==> config.mk <==
export PLATFORM = sky130hd
export DESIGN_NAME = ysyx_23060191_mem_arbiter
export DESIGN_NICKNAME = d
export VERILOG_FILES = /design/src/rtl/ysyx_23060191_mem_arbiter.sv
export SDC_FILE = /design/constraint.sdc
export NUM_CORES = 1
export LEC_CHECK = 0
export ABC_AREA = 1
export BUFFER_PORTS_ARGS = -buffer_cell sky130_fd_sc_hd__buf_2
export CAP_MARGIN = 20
export CORE_MARGIN = 4
export CORE_UTILIZATION = 47
export DETAILED_ROUTE_END_ITERATION = 10
export PLACE_DENSITY = 0.82
export SLEW_MARGIN = 10
export SYNTH_ARGS = -nofsm -noshare
export SYNTH_HDL_FRONTEND = slang
export SYNTH_SLANG_ARGS = --single-unit
==> constraint.sdc <==
create_clock -name clk -period 5.1 [get_ports clk]
set_input_delay 0.51 -clock clk [delete_from_list [all_inputs] [get_ports clk]]
set_output_delay 0.51 -clock clk [all_outputs]
set_load 0.01 [all_outputs]
==> src/rtl/ysyx_23060191_mem_arbiter.sv <==
`timescale 1ns/1ps
`default_nettype none
// ============================================================================
// Module   : ysyx_23060191_mem_arbiter
// Brief    : Shares the data-memory port between IFU fetches and LSU accesses,
//            one transaction outstanding, with a timeout watchdog.
//            Define YSYX_ARB_RR_EN for round-robin arbitration (default: LSU
//            fixed priority).
// Revision : 1.0 - initial release
// ============================================================================
module ysyx_23060191_mem_arbiter #(
    parameter int ADDR_W         = 32,
    parameter int DATA_W         = 32,
    parameter int TIMEOUT_CYCLES = 255,
    parameter int CNT_W          = 8
) (
    input  logic                  clk,
    input  logic                  rst,

    input  logic                  ifu_req_valid,
    input  logic [ADDR_W-1:0]     ifu_req_addr,
    output logic                  ifu_req_ready,
    output logic                  ifu_rsp_valid,
    output logic [DATA_W-1:0]     ifu_rsp_data,
    output logic                  ifu_rsp_err,

    input  logic                  lsu_req_valid,
    input  logic                  lsu_req_wen,
    input  logic [ADDR_W-1:0]     lsu_req_addr,
    input  logic [DATA_W-1:0]     lsu_req_wdata,
    input  logic [DATA_W/8-1:0]   lsu_req_wmask,
    output logic                  lsu_req_ready,
    output logic                  lsu_rsp_valid,
    output logic [DATA_W-1:0]     lsu_rsp_rdata,
    output logic                  lsu_rsp_err,

    output logic                  mem_req_valid,
    input  logic                  mem_req_ready,
    output logic                  mem_req_wen,
    output logic [ADDR_W-1:0]     mem_req_addr,
    output logic [DATA_W-1:0]     mem_req_wdata,
    output logic [DATA_W/8-1:0]   mem_req_wmask,
    input  logic                  mem_rsp_valid,
    input  logic [DATA_W-1:0]     mem_rsp_rdata,
    input  logic                  mem_rsp_err
);

    localparam int          c_MASK_W   = DATA_W / 8;
    localparam logic [1:0]  c_ST_IDLE  = 2'd0;
    localparam logic [1:0]  c_ST_ISSUE = 2'd1;
    localparam logic [1:0]  c_ST_WAIT  = 2'd2;
    localparam logic        c_OWN_IFU  = 1'b0;
    localparam logic        c_OWN_LSU  = 1'b1;
    localparam bit          c_WDOG_EN  = (TIMEOUT_CYCLES != 0);
    localparam logic [CNT_W-1:0] c_TO_LAST =
        CNT_W'((TIMEOUT_CYCLES == 0) ? 0 : TIMEOUT_CYCLES - 1);

    logic [1:0]           r_state;
    logic                 r_owner;
    logic                 r_req_valid;
    logic                 r_wen;
    logic [ADDR_W-1:0]    r_addr;
    logic [DATA_W-1:0]    r_wdata;
    logic [c_MASK_W-1:0]  r_wmask;
    logic [CNT_W-1:0]     r_wdog;

    logic                 r_ifu_rsp_valid;
    logic [DATA_W-1:0]    r_ifu_rsp_data;
    logic                 r_ifu_rsp_err;
    logic                 r_lsu_rsp_valid;
    logic [DATA_W-1:0]    r_lsu_rsp_rdata;
    logic                 r_lsu_rsp_err;

`ifdef YSYX_ARB_RR_EN
    logic                 r_last_grant;
`endif

    logic                 w_idle_free;
    logic                 w_pick_lsu;
    logic                 w_grant;
    logic                 w_timeout;
    logic                 w_rsp_fire;
    logic [DATA_W-1:0]    w_rsp_data;
    logic                 w_rsp_err;

    // The response cycle still sits in IDLE, so grants wait for the pulse to clear.
    assign w_idle_free = (r_state == c_ST_IDLE) && !r_ifu_rsp_valid && !r_lsu_rsp_valid;

`ifdef YSYX_ARB_RR_EN
    assign w_pick_lsu = lsu_req_valid && (!ifu_req_valid || (r_last_grant == c_OWN_IFU));
`else
    assign w_pick_lsu = lsu_req_valid;
`endif

    assign w_grant       = w_idle_free && (ifu_req_valid || lsu_req_valid);
    assign ifu_req_ready = w_idle_free && ifu_req_valid && !w_pick_lsu;
    assign lsu_req_ready = w_idle_free && w_pick_lsu;
    assign w_timeout     = c_WDOG_EN && (r_wdog == c_TO_LAST);

    always_comb begin
        w_rsp_fire = 1'b0;
        w_rsp_data = '0;
        w_rsp_err  = 1'b0;
        if (r_state == c_ST_WAIT) begin
            if (mem_rsp_valid) begin
                w_rsp_fire = 1'b1;
                w_rsp_data = r_wen ? '0 : mem_rsp_rdata;
                w_rsp_err  = mem_rsp_err;
            end else if (w_timeout) begin
                w_rsp_fire = 1'b1;
                w_rsp_err  = 1'b1;
            end
        end
    end

    always_ff @(posedge clk or posedge rst) begin
        if (rst) begin
            r_state         <= c_ST_IDLE;
            r_owner         <= c_OWN_IFU;
            r_req_valid     <= 1'b0;
            r_wen           <= 1'b0;
            r_addr          <= '0;
            r_wdata         <= '0;
            r_wmask         <= '0;
            r_wdog          <= '0;
            r_ifu_rsp_valid <= 1'b0;
            r_ifu_rsp_data  <= '0;
            r_ifu_rsp_err   <= 1'b0;
            r_lsu_rsp_valid <= 1'b0;
            r_lsu_rsp_rdata <= '0;
            r_lsu_rsp_err   <= 1'b0;
`ifdef YSYX_ARB_RR_EN
            r_last_grant    <= c_OWN_IFU;
`endif
        end else begin
            r_ifu_rsp_valid <= 1'b0;
            r_lsu_rsp_valid <= 1'b0;
            case (r_state)
                c_ST_IDLE: begin
                    if (w_grant) begin
                        r_owner     <= w_pick_lsu;
                        r_req_valid <= 1'b1;
                        r_state     <= c_ST_ISSUE;
`ifdef YSYX_ARB_RR_EN
                        r_last_grant <= w_pick_lsu;
`endif
                        if (w_pick_lsu) begin
                            r_wen   <= lsu_req_wen;
                            r_addr  <= lsu_req_addr;
                            r_wdata <= lsu_req_wdata;
                            r_wmask <= lsu_req_wmask;
                        end else begin
                            r_wen   <= 1'b0;
                            r_addr  <= ifu_req_addr;
                            r_wdata <= '0;
                            r_wmask <= '0;
                        end
                    end
                end
                c_ST_ISSUE: begin
                    if (mem_req_ready) begin
                        r_req_valid <= 1'b0;
                        r_wdog      <= '0;
                        r_state     <= c_ST_WAIT;
                    end
                end
                c_ST_WAIT: begin
                    if (w_rsp_fire) begin
                        r_state <= c_ST_IDLE;
                        if (r_owner == c_OWN_LSU) begin
                            r_lsu_rsp_valid <= 1'b1;
                            r_lsu_rsp_rdata <= w_rsp_data;
                            r_lsu_rsp_err   <= w_rsp_err;
                        end else begin
                            r_ifu_rsp_valid <= 1'b1;
                            r_ifu_rsp_data  <= w_rsp_data;
                            r_ifu_rsp_err   <= w_rsp_err;
                        end
                    end else begin
                        r_wdog <= r_wdog + 1'b1;
                    end
                end
                default: r_state <= c_ST_IDLE;
            endcase
        end
    end

    assign mem_req_valid = r_req_valid;
    assign mem_req_wen   = r_wen;
    assign mem_req_addr  = r_addr;
    assign mem_req_wdata = r_wdata;
    assign mem_req_wmask = r_wmask;

    assign ifu_rsp_valid = r_ifu_rsp_valid;
    assign ifu_rsp_data  = r_ifu_rsp_data;
    assign ifu_rsp_err   = r_ifu_rsp_err;
    assign lsu_rsp_valid = r_lsu_rsp_valid;
    assign lsu_rsp_rdata = r_lsu_rsp_rdata;
    assign lsu_rsp_err   = r_lsu_rsp_err;

endmodule

`default_nettype wire
=== After elaboration in Yosys (flattened, before gate mapping) ===
Cells that the tools add are included.
W data, S select, Z words.

* Register bits after elaboration: 149
* Bits of input ports: 140
* Word-level logic and storage cells: 68

* Mux-type cells: 26
* Reduce and logical (&&, ||, !) cells: 19
* Bitwise logic cells: 1
* Eq/ne operators: 7
* Add/sub/neg operators: 1

{| class="wikitable"
|+ Operators by type and width
! kind !! count
|-
| $mux W32 || 4
|-
| $mux W8 || 2
|-
| $pmux W8 S2 || 1
|-
| $reduce_and A3 Y1 || 5
|-
| $mux W1 || 13
|-
| $add A8 B1 Y8 const B || 1
|-
| $eq A8 B8 Y1 const B || 1
|-
| $ne A2 B2 Y1 const B || 4
|-
| $logic_and A1 B1 Y1 || 6
|-
| $mux W2 || 3
|-
| $pmux W2 S3 || 1
|-
| $mux W4 || 1
|-
| $reduce_bool A2 Y1 || 2
|-
| $logic_not A1 Y1 || 3
|-
| $eq A2 B1 Y1 const B || 1
|-
| $eq A2 B2 Y1 const B || 1
|-
| $logic_not A2 Y1 || 1
|-
| $pmux W1 S2 || 1
|-
| $reduce_and A2 Y1 || 1
|-
| $logic_or A1 B1 Y1 || 1
|-
| $not A1 Y1 || 1
|}

=== Depth between registers and ports, before layout ===
Gate-level depths: netlist of the first run.

* Word-level depth: 6
* Gate-level depth with buffers: 11
* Gate-level depth less buffers: 9

=== Worst setup path before layout of the first run ===
Ideal clock, no wire load.

* Path type: register -> output
* Start: register r_ifu_rsp_valid, in the netlist ifu_rsp_valid
* End: output lsu_req_ready
* Data required time: 4.590 ns
* Buffers on the path: 1
* Stages on the path, launching flop included: 5
* Arrival time: 1.013 ns
* Path slack: 3.577 ns
* Cell sequence: dfrtp_1 > nor2_1 > nand3_1 > inv_1 > clkbuf_1

* Longest elaborated chain between the ends: 4

{| class="wikitable"
|+ Ends and longest elaborated chain
! element !! RTL line !! text
|-
| start: declaration || 67 || <nowiki>logic r_ifu_rsp_valid;</nowiki>
|-
| start signal: assignment || 126 || <nowiki>r_ifu_rsp_valid <= 1'b0;</nowiki>
|-
| start signal: assignment || 136 || <nowiki>r_ifu_rsp_valid <= 1'b0;</nowiki>
|-
| start signal: assignment || 175 || <nowiki>r_ifu_rsp_valid <= 1'b1;</nowiki>
|-
| $logic_not A1 Y1 || 87 || <nowiki>assign w_idle_free = (r_state == c_ST_IDLE) && !r_ifu_rsp_valid && !r_lsu_rsp_valid;</nowiki>
|-
| $logic_and A1 B1 Y1 (2 in series) || 87 ||
|-
| $logic_and A1 B1 Y1 || 97 || <nowiki>assign lsu_req_ready = w_idle_free && w_pick_lsu;</nowiki>
|-
| end: declaration || 32 || <nowiki>output logic lsu_req_ready,</nowiki>
|}

Every way passes these cells.

=== Worst setup path after layout of the first run ===
Ends and elaborated chain as after synthesis.

==> qor.yml, run 1 <==
crit_cells: 5
cp.buffers_inverters: 3
fin_ws_ps: 2720
r2r_start: "r_state[0]"
clock_latency_ps: 410
avgViaCountPerCell: 4.82
synth.net_count: 831
nNetsFinal: 1096
gp_congestion: 0.816
coreArea_um2: 12700
peakVddDrop_mv: 0.271
ys_async_sr_fraction: 1.00
hold_path.class: "in -> async"
tightest_slew_ps: 901
synth_area_leaders: "dfrtp_1 60%, nand2_1 17%, o21ai_0 5.5%, o21ai_1 4.9%, or2_2 3.2%"
die-area_um2: 15000
grt_pass1_vias: 5225
synth-seq-cells: 149
critical_path.max_stage_delay_ps: 380
cp.arrival_ps: 1870
internal_power_w: 0.00302
die_x_um: 123
place_hpwl_um: 12700
rrSetupSlack_ps: 3090
htreeDepth: 4
synth.area.mux_share: 0
cts-root-buf: "clkbuf_16"
synth_most_common_cell: "nand2_1"
slew_headroom: 0.400
syn_inst: 689
first_iter_violations: 381
finalCriticalPeriod_ps: 2380
numCtsBuffers: 17
dr.pass1.iters: 4
synth-compound-area-share: 0.117
clkPwrFrac: 0.267
synth.avg_cell_area_um2: 8.97
drv_slew: 0
ys_types: 21
netlist.area_leader.share: 0.604
clock_skew_ps: 6.51
finalSetupViolCount: 0
outcome: "finished, final reports clean"
cts.hold.buffers_added: 0
switchingPower_w: 0.00173
tritoncts: "yes"
yosysSeqAreaShare: 0.604
clk_path_buf_depth: 2
worstSetupStartpoint: "ifu_rsp_valid"
clk_pin_slew_ps: 60
gr-total-overflow: 0
io-pin-count: 280
ant_nets: 0
comb_power_share: 0.338
grt_max_degree: 104
die_y_um: 123
tns_ps: 0
drc: 0
vias: 5495
synth_edf_count: 0
post_cts_buffers: 0
reg2reg_depth: 7
worstPathRequired_ps: 4590
synth_xor_area_frac: 0
total_leakage_power_nw: 4.48
synth-warning-count: 0
grtUsageTotal: 0.225
synth_common_cells: "276 x nand2_1, 149 x dfrtp_1, 68 x o21ai_0, 60 x o21ai_1, 32 x or2_2"
synth_top_family_by_area: "simple AND/OR/NAND/NOR gates"
fmaxAchievable_ghz: 0.420
critPathMaxFanout: 38
synthAdderAreaFrac: 0.00405
synth-simple-area-share: 0.228
rows: 41
crit_chain: "nor2_1 -> nand3_1 -> inv_1 -> buf_4 -> buf_2"
drv_cap: 0
diodes: 0
yosysTopAreaCell: "dfrtp_1"
startpoint_type: "flip-flop"
slowest_stage: "dfrtp_1"
antenna_found_initial: 0
io_buffer_count: 279
powerDensity_nw_per_um2: 578
critPathCapture: "lsu_req_ready"
rsz0062_at_grt: "false"
drive_gt1_frac: 0.376
n_fill_cell: 1106
wl_um: 17100
cts.sinks: 149
area_growth_syn_to_layout_pct: 33.1
crit_type: "reg -> out"
place_ws_ps: 2650
switching_share: 0.364
critPathTopFamily: "buffers and inverters"
ctsResizeCount: 0
sequentialPowerShare: 0.395
post_drt_wl_per_cell_um: 15.0
end_kind: "primary output"
grt_pass1_wl_um: 25900
start_util: 0.486
fin_crit_sh: 0.466
synth-main-ff-cell: "dfrtp_1"
netlist_area_um2: 6180
hold_viol: 0
r2r_end: "mem_req_wdata[15]"
-- flip-flops by register name, indices dropped and copies added, names as in the netlist --
name and count:
mem_req_addr 32, mem_req_wmask 4, ifu_rsp_data 32, mem_req_wdata 32, lsu_rsp_rdata 32, ifu_rsp_valid 1, r_state 2, lsu_rsp_valid 1
lsu_rsp_err 1, mem_req_valid 1, mem_req_wen 1, ifu_rsp_err 1, r_wdog 8, r_owner 1
-- layout make-up --
class	count	area, um^2	area share
multi-input combinational	484	2160	0.263
tap	172	215	0.0262
inverter	17	68.8	0.00837
clock inverter	12	153	0.0186
timing repair buffer	285	1440	0.175
sequential	149	3730	0.453
clock buffer	20	457	0.0555
-- worst min path at each step --
stage	startpoint	end	slack [ps]	depth (start not counted)
CTS	lsu_req_wdata[2]	mem_req_wdata[2]	280	3
global placement	mem_req_wdata[19]	mem_req_wdata[19]	450	2
finish	rst	mem_req_addr[22]	290	2
global route	lsu_req_wdata[16]	mem_req_wdata[16]	280	3
floorplan	mem_req_wdata[0]	mem_req_wdata[0]	510	2
detailed placement	mem_req_wdata[24]	mem_req_wdata[24]	450	2
-- placed cells by master, fill, tap and decap left out, types with 3 or more instances in the layout --
| master | count |
|---|---|
| buf_2 | 279 |
| nand2_1 | 276 |
| dfrtp_1 | 149 |
| o21ai_0 | 68 |
| o21ai_1 | 60 |
| or2_2 | 32 |
| nor2_1 | 18 |
| clkbuf_16 | 17 |
| inv_1 | 15 |
| nand3_1 | 11 |
| o21ai_2 | 8 |
| buf_4 | 6 |
| clkinvlp_4 | 4 |
| nand3_2 | 3 |
| clkinv_2 | 3 |
| bufinv_16 | 3 |
-- power groups by stage --
stage | logic, W | registers (W) | clock network (W)
global route | 0.00180 | 0.00193 | 0.00135
floorplan | 0.000725 | 0.00208 | 0
finish | 0.00161 | 0.00188 | 0.00127
detailed placement | 0.00164 | 0.00189 | 0
global placement | 0.00158 | 0.00188 | 0
CTS | 0.00164 | 0.00188 | 0.00129
-- stage by stage --
stage          utilization  power, W  std cells  hold slack, ps  cell area [um^2]
2_1_floorplan            -   0.00281        689             509              6180
3_3_place_gp         0.599   0.00346       1107             451              7610
3_5_place_dp         0.599   0.00353       1107             453              7610
4_1_cts              0.646   0.00480       1139             277              8220
5_1_grt              0.646   0.00508       1139             282              8220
6_report             0.646   0.00475       1139             289              8220
-- cell families after synthesis --
logic type | after synthesis
and+or+nand+nor | 344
DFF | 149
AOI/OAI and AO/OA | 138
buffers and inverters | 56
adders and majority gates | 2
-- worst register-to-register path, cell delays in order, from the launching register on --
cell	delay, ps
dfrtp_1	390
nor2_1	80
nand3_1	110
nand2_1	90
inv_2	420
buf_4	580
nand2_1	170
nand2_1	100
-- layer usage --
layer / part of all wire / wire length (um) / vias up / track usage
met1: 0.38 / 6550 / 2509 / 0.257
met3: 0.089 / 1520 / 28 / 0.0682
met4: 0.024 / 417 / 0 / 0.0910
met5: 0 / 0 / - / 0
li1: - / - / 2735 / -
met2: 0.50 / 8620 / 223 / 0.395
Power figures use the tool's default switching activity.
==> run 2: changes to the inputs <==
CORE_UTILIZATION = 42   (was 47)
PLACE_DENSITY = 0.78   (was 0.82)
clock period = 2.11 ns   (was 5.1 ns; I/O delays follow)
==> qor.yml, run 2 (synthesized netlist as in run 1, its figures left out) <==
start_util: 0.427  # -0.0589
htreeDepth: 4  # unchanged
fin_ws_ps: 164  # -2560 ps
cts-root-buf: "clkbuf_16"
layout_commonest_cell: "buf_2"
numCtsBuffers: 17  # unchanged
io_buffer_count: 279  # unchanged
avgViaCountPerCell: 4.81  # -0.23%
die_y_um: 129  # +5.4%
slowest_stage: "dfrtp_1"
gp_congestion: 0.815  # -0.15%
total_leakage_power_nw: 4.64  # +3.5%
vias: 5694  # +3.6%
cts.sinks: 149  # unchanged
finalCriticalPeriod_ps: 1950
rows: 44  # +7.3%
tritoncts: "yes"
die-area_um2: 16700  # +11%
p_total_w: 0.0116  # +140%
grt_pass1_vias: 5406  # +3.5%
critical_path.max_stage_delay_ps: 380  # about the same
clk_pin_slew_ps: 60  # about the same
grt_max_degree: 85  # -18%
hold_path.class: "in -> reg"
antenna_found_initial: 0  # unchanged
place_ws_ps: 443  # -2210 ps
finalSetupViolCount: 0  # unchanged
tightest_slew_ps: 686  # -214 ps
area_growth_syn_to_layout_pct: 39.3
peakVddDrop_mv: 0.533  # +96%
rsz0062_at_grt: "false"
powerDensity_nw_per_um2: 1350  # +130%
hold_viol: 0  # unchanged
end_kind: "primary output"
coreArea_um2: 14500  # +14%
layout_common_cells: "279 x buf_2, 276 x nand2_1, 149 x dfrtp_1"
clk_path_buf_depth: 2  # unchanged
drv_slew: 0  # unchanged
grt_pass1_wl_um: 27300  # +5.1%
diodes: 0  # unchanged
io-pin-count: 280  # unchanged
cp.arrival_ps: 1740  # -130 ps
outcome: "finished, final reports clean"
wl_um: 17500  # +2.5%
placed_area_um2: 7740  # +1.7%
clock_skew_ps: 12.3  # +5.78 ps
grtUsageTotal: 0.210  # -0.0159
startpoint_type: "flip-flop"
post_cts_buffers: 0  # unchanged
drv_cap: 0  # unchanged
final_area_um2: 8610  # +4.7%
drive_gt1_frac: 0.367  # -0.00905
clock_latency_ps: 410  # about the same
ant_nets: 0  # unchanged
post_drt_wl_per_cell_um: 14.8  # -1.3%
slew_headroom: 0.542  # +0.142
die_x_um: 129  # +5.4%
worstPathRequired_ps: 1900  # -2690 ps
nNetsFinal: 1128  # +2.9%
holdWs_ps: 5.00  # -284 ps
place_hpwl_um: 12800  # +0.60%
critPathMaxFanout: 9  # -76%
tns_ps: 0  # unchanged
drc: 0  # unchanged
first_iter_violations: 261  # -31%
fmaxAchievable_ghz: 0.514
dr.pass1.iters: 5  # +1
crit_type: "reg -> out"
gr-total-overflow: 0  # unchanged
fin_crit_sh: 0.922
crit_chain: "nor2_1 -> nand3_1 -> inv_1 -> buf_2"
ctsResizeCount: 0  # unchanged
==> run 2: cell types whose count changed in the layout (fill, tap and decap cells not counted), sizes merged <==
cell	change
buf	+5
bufinv	-1
dlygate4sd3	+27
inv	+1
clkbuf	+3
clkinv	-3
==> run 2: through the flow <==
step                utilization  cells
detailed placement        0.535   1124
global placement          0.535   1124
finish                    0.594   1183
floorplan                     -    689
global route              0.594   1183
CTS                       0.594   1183
==> run 2: where the power goes <==
| group | total [W] | switching (W) | internal [W] |
|---|---|---|---|
| clock | 0.00301 | 0.00116 | 0.00185 |
| combinational | 0.00403 | 0.00246 | 0.00158 |
| sequential | 0.00455 | 0.000598 | 0.00395 |
| total | 0.0116 | 0.00421 | 0.00738 |
==> run 2: metal layers <==
layer	GRT usage	wire [um]	share of wire
met1	0.258	6960	0.40
met3	0.0552	1500	0.085
met2	0.352	8690	0.50
met4	0.0846	388	0.022
met5	0	0	0
==> run 2: final timing paths <==
path / startpoint / endpoint / slack, ps / cells past startpoint
max in group asynchronous: rst / mem_req_wdata[30] / 1230 / 4
max reg2reg: ifu_rsp_valid / mem_req_wdata[17] / 450 / 7
max: ifu_rsp_valid / lsu_req_ready / 160 / 4
min in group asynchronous: rst / mem_req_addr[31] / 470 / 4
min: lsu_req_wdata[7] / mem_req_wdata[7] / 5 / 3
min reg2reg: mem_req_wdata[23] / mem_req_wdata[23] / 470 / 2
==> run 2: critical path: cells and delay by family, from the launching register on <==
family	cells	cell delay, ps
simple gates	2	440
buf+inv	2	510
flops	1	380
==> run 2: cell type report <==
class / count / area [um^2]
fillers: 1288 / 5870
repair buffers: 317 / 1820
well taps: 184 / 230
flip-flops and latches: 149 / 3730
clock buffers: 23 / 478
multi-input cells: 484 / 2160
inverters: 17 / 67.6
clock inverters: 9 / 118
==> run 2: what timing repair did <==
action	4_1_cts	5_1_grt
endpoints found under the setup margin	0	0
hold endpoints to repair	175	0
hold buffers	27	0
==> run 3: changes to the inputs <==
==> constraint.sdc (replaced) <==
create_clock -name clk -period 2.11 [get_ports clk]
set_input_delay 0.5275 -clock clk [delete_from_list [all_inputs] [get_ports clk]]
set_output_delay 0.5275 -clock clk [all_outputs]
set_load 0.01 [all_outputs]
==> qor.yml, run 3 (synthesized netlist as in run 1, its figures left out) <==
nNetsFinal: 1102  # -2.3%
clock_skew_ps: 9.71  # -2.58 ps
die_x_um: 129  # unchanged
crit_type: "reg -> out"
cts.sinks: 149  # unchanged
fmaxAchievable_ghz: 0.517  # +0.58%
finalSetupViolCount: 0  # unchanged
die_y_um: 129  # unchanged
drv_cap: 0  # unchanged
first_iter_violations: 290  # +11%
antenna_found_initial: 3  # +3
start_util: 0.427  # unchanged
total_leakage_power_nw: 4.51  # -2.8%
end_kind: "primary output"
ant_nets: 0  # unchanged
layout_commonest_cell: "buf_2"
post_drt_wl_per_cell_um: 15.0  # +1.3%
grt_pass1_wl_um: 26400  # -3.2%
clk_path_buf_depth: 2  # unchanged
die-area_um2: 16700  # unchanged
worstPathRequired_ps: 1580  # -320 ps
outcome: "finished, final reports clean"
vias: 5518  # -3.1%
grt_max_degree: 99  # +16%
place_ws_ps: 256  # -187 ps
clock_latency_ps: 410  # about the same
dr.pass1.iters: 5  # unchanged
cts-root-buf: "clkbuf_16"
cp.arrival_ps: 1410  # -330 ps
layout_common_cells: "279 x buf_2, 276 x nand2_1, 149 x dfrtp_1"
place_hpwl_um: 13300  # +4.0%
peakVddDrop_mv: 0.626  # +18%
place_inst: 1125  # +0.089%
clk_pin_slew_ps: 60  # about the same
io_buffer_count: 279  # unchanged
numCtsBuffers: 17  # unchanged
finalCriticalPeriod_ps: 1930  # -11.2 ps
tightest_slew_ps: 643  # -43.2 ps
rows: 44  # unchanged
gp_congestion: 0.836  # +2.6%
slew_headroom: 0.571  # +0.0288
rsz0062_at_grt: "false"
hold_path.class: "in -> async"
cts.hold.buffers_added: 0  # -100%
grtUsageTotal: 0.204  # -0.00548
htreeDepth: 4  # unchanged
io-pin-count: 280  # unchanged
startpoint_type: "flip-flop"
n_fill_cell: 1288  # unchanged
powerDensity_nw_per_um2: 1370  # +1.5%
layout.cells.non_filler: 1157  # -2.2%
wl_um: 17400  # -0.88%
drive_gt1_frac: 0.382  # +0.0143
avgViaCountPerCell: 4.77  # -0.91%
drv_slew: 0  # unchanged
gr-total-overflow: 0  # unchanged
fin_ws_ps: 175  # +11.2 ps
tritoncts: "yes"
hold_viol: 0  # unchanged
coreArea_um2: 14500  # unchanged
grt_pass1_vias: 5139  # -4.9%
area_growth_syn_to_layout_pct: 34.3
drc: 0  # unchanged
critPathMaxFanout: 3  # -6
fin_crit_sh: 0.917  # -0.00531
[run 3: cell types whose count changed in the layout (fill, tap and decap cells not counted), sizes merged]
| cell | delta |
|---|---|
| clkbuf | -6 |
| diode | +1 |
| clkinv | +2 |
| inv | +5 |
| dlygate4sd3 | -27 |
| bufinv | -2 |
| buf | +1 |
[run 3: worst max-delay path, stage by stage (launching register included)]
cell     delay [ps]
dfrtp_1         380
nor2_2          180
nand3_1         170
inv_1           130
buf_2           150
[run 3: final timing paths]
check	from	to	slack [ps]	cells past startpoint
min in group clk	lsu_req_wdata[9]	mem_req_wdata[9]	310	3
worst min-delay path	rst	mem_req_addr[20]	260	3
worst min register to register	mem_req_wdata[17]	mem_req_wdata[17]	470	2
worst max-delay path	ifu_rsp_valid	lsu_req_ready	180	4
max in group asynchronous	rst	ifu_rsp_data[25]	1330	3
worst max register to register	r_wdog[0]	lsu_rsp_rdata[12]	310	10
[run 3: final cells by class]
cell class	count	area, um^2	area share
clock buffer	17	425	0.0513
multi-input combinational	484	2160	0.261
tap	184	230	0.0278
inverter	17	67.6	0.00814
antenna	1	2.50	0.000302
timing repair buffer	291	1560	0.188
clock inverter	14	116	0.0140
sequential	149	3730	0.449
[run 3: repair_timing]
item	CTS	global route
endpoints found under the setup margin	0	1
buffers inserted	0	0
gates resized for setup	0	1
[run 3: where the power goes]
part	internal, W	leakage [nW]	switching, W
registers	0.00395	1.94	0.000585
clock network	0.00153	0.261	0.00122
logic	0.00154	2.31	0.00250
[run 3: layer usage]
metal  share of wire  global-route usage  vias up  routed length, um
met5          0.0016                   0        -                 27
met4           0.043               0.106        4                739
met2            0.48               0.335      261               8360
li1                -                   -     2745                  -
met3           0.099              0.0639       40               1720
met1            0.38               0.241     2468               6530
[run 3: metrics by stage]
stage	total power [W]	setup TNS, ps	instance area (um^2)	hold WS, ps	util
after detailed placement	0.00869	0	7750	454	0.535
after CTS	0.0115	0	8290	282	0.573
after global routing	0.0121	0	8300	278	0.573
after global placement	0.00853	0	7750	448	0.535
after floorplan	0.00679	-43580	6180	509	-
final	0.0113	0	8300	258	0.573
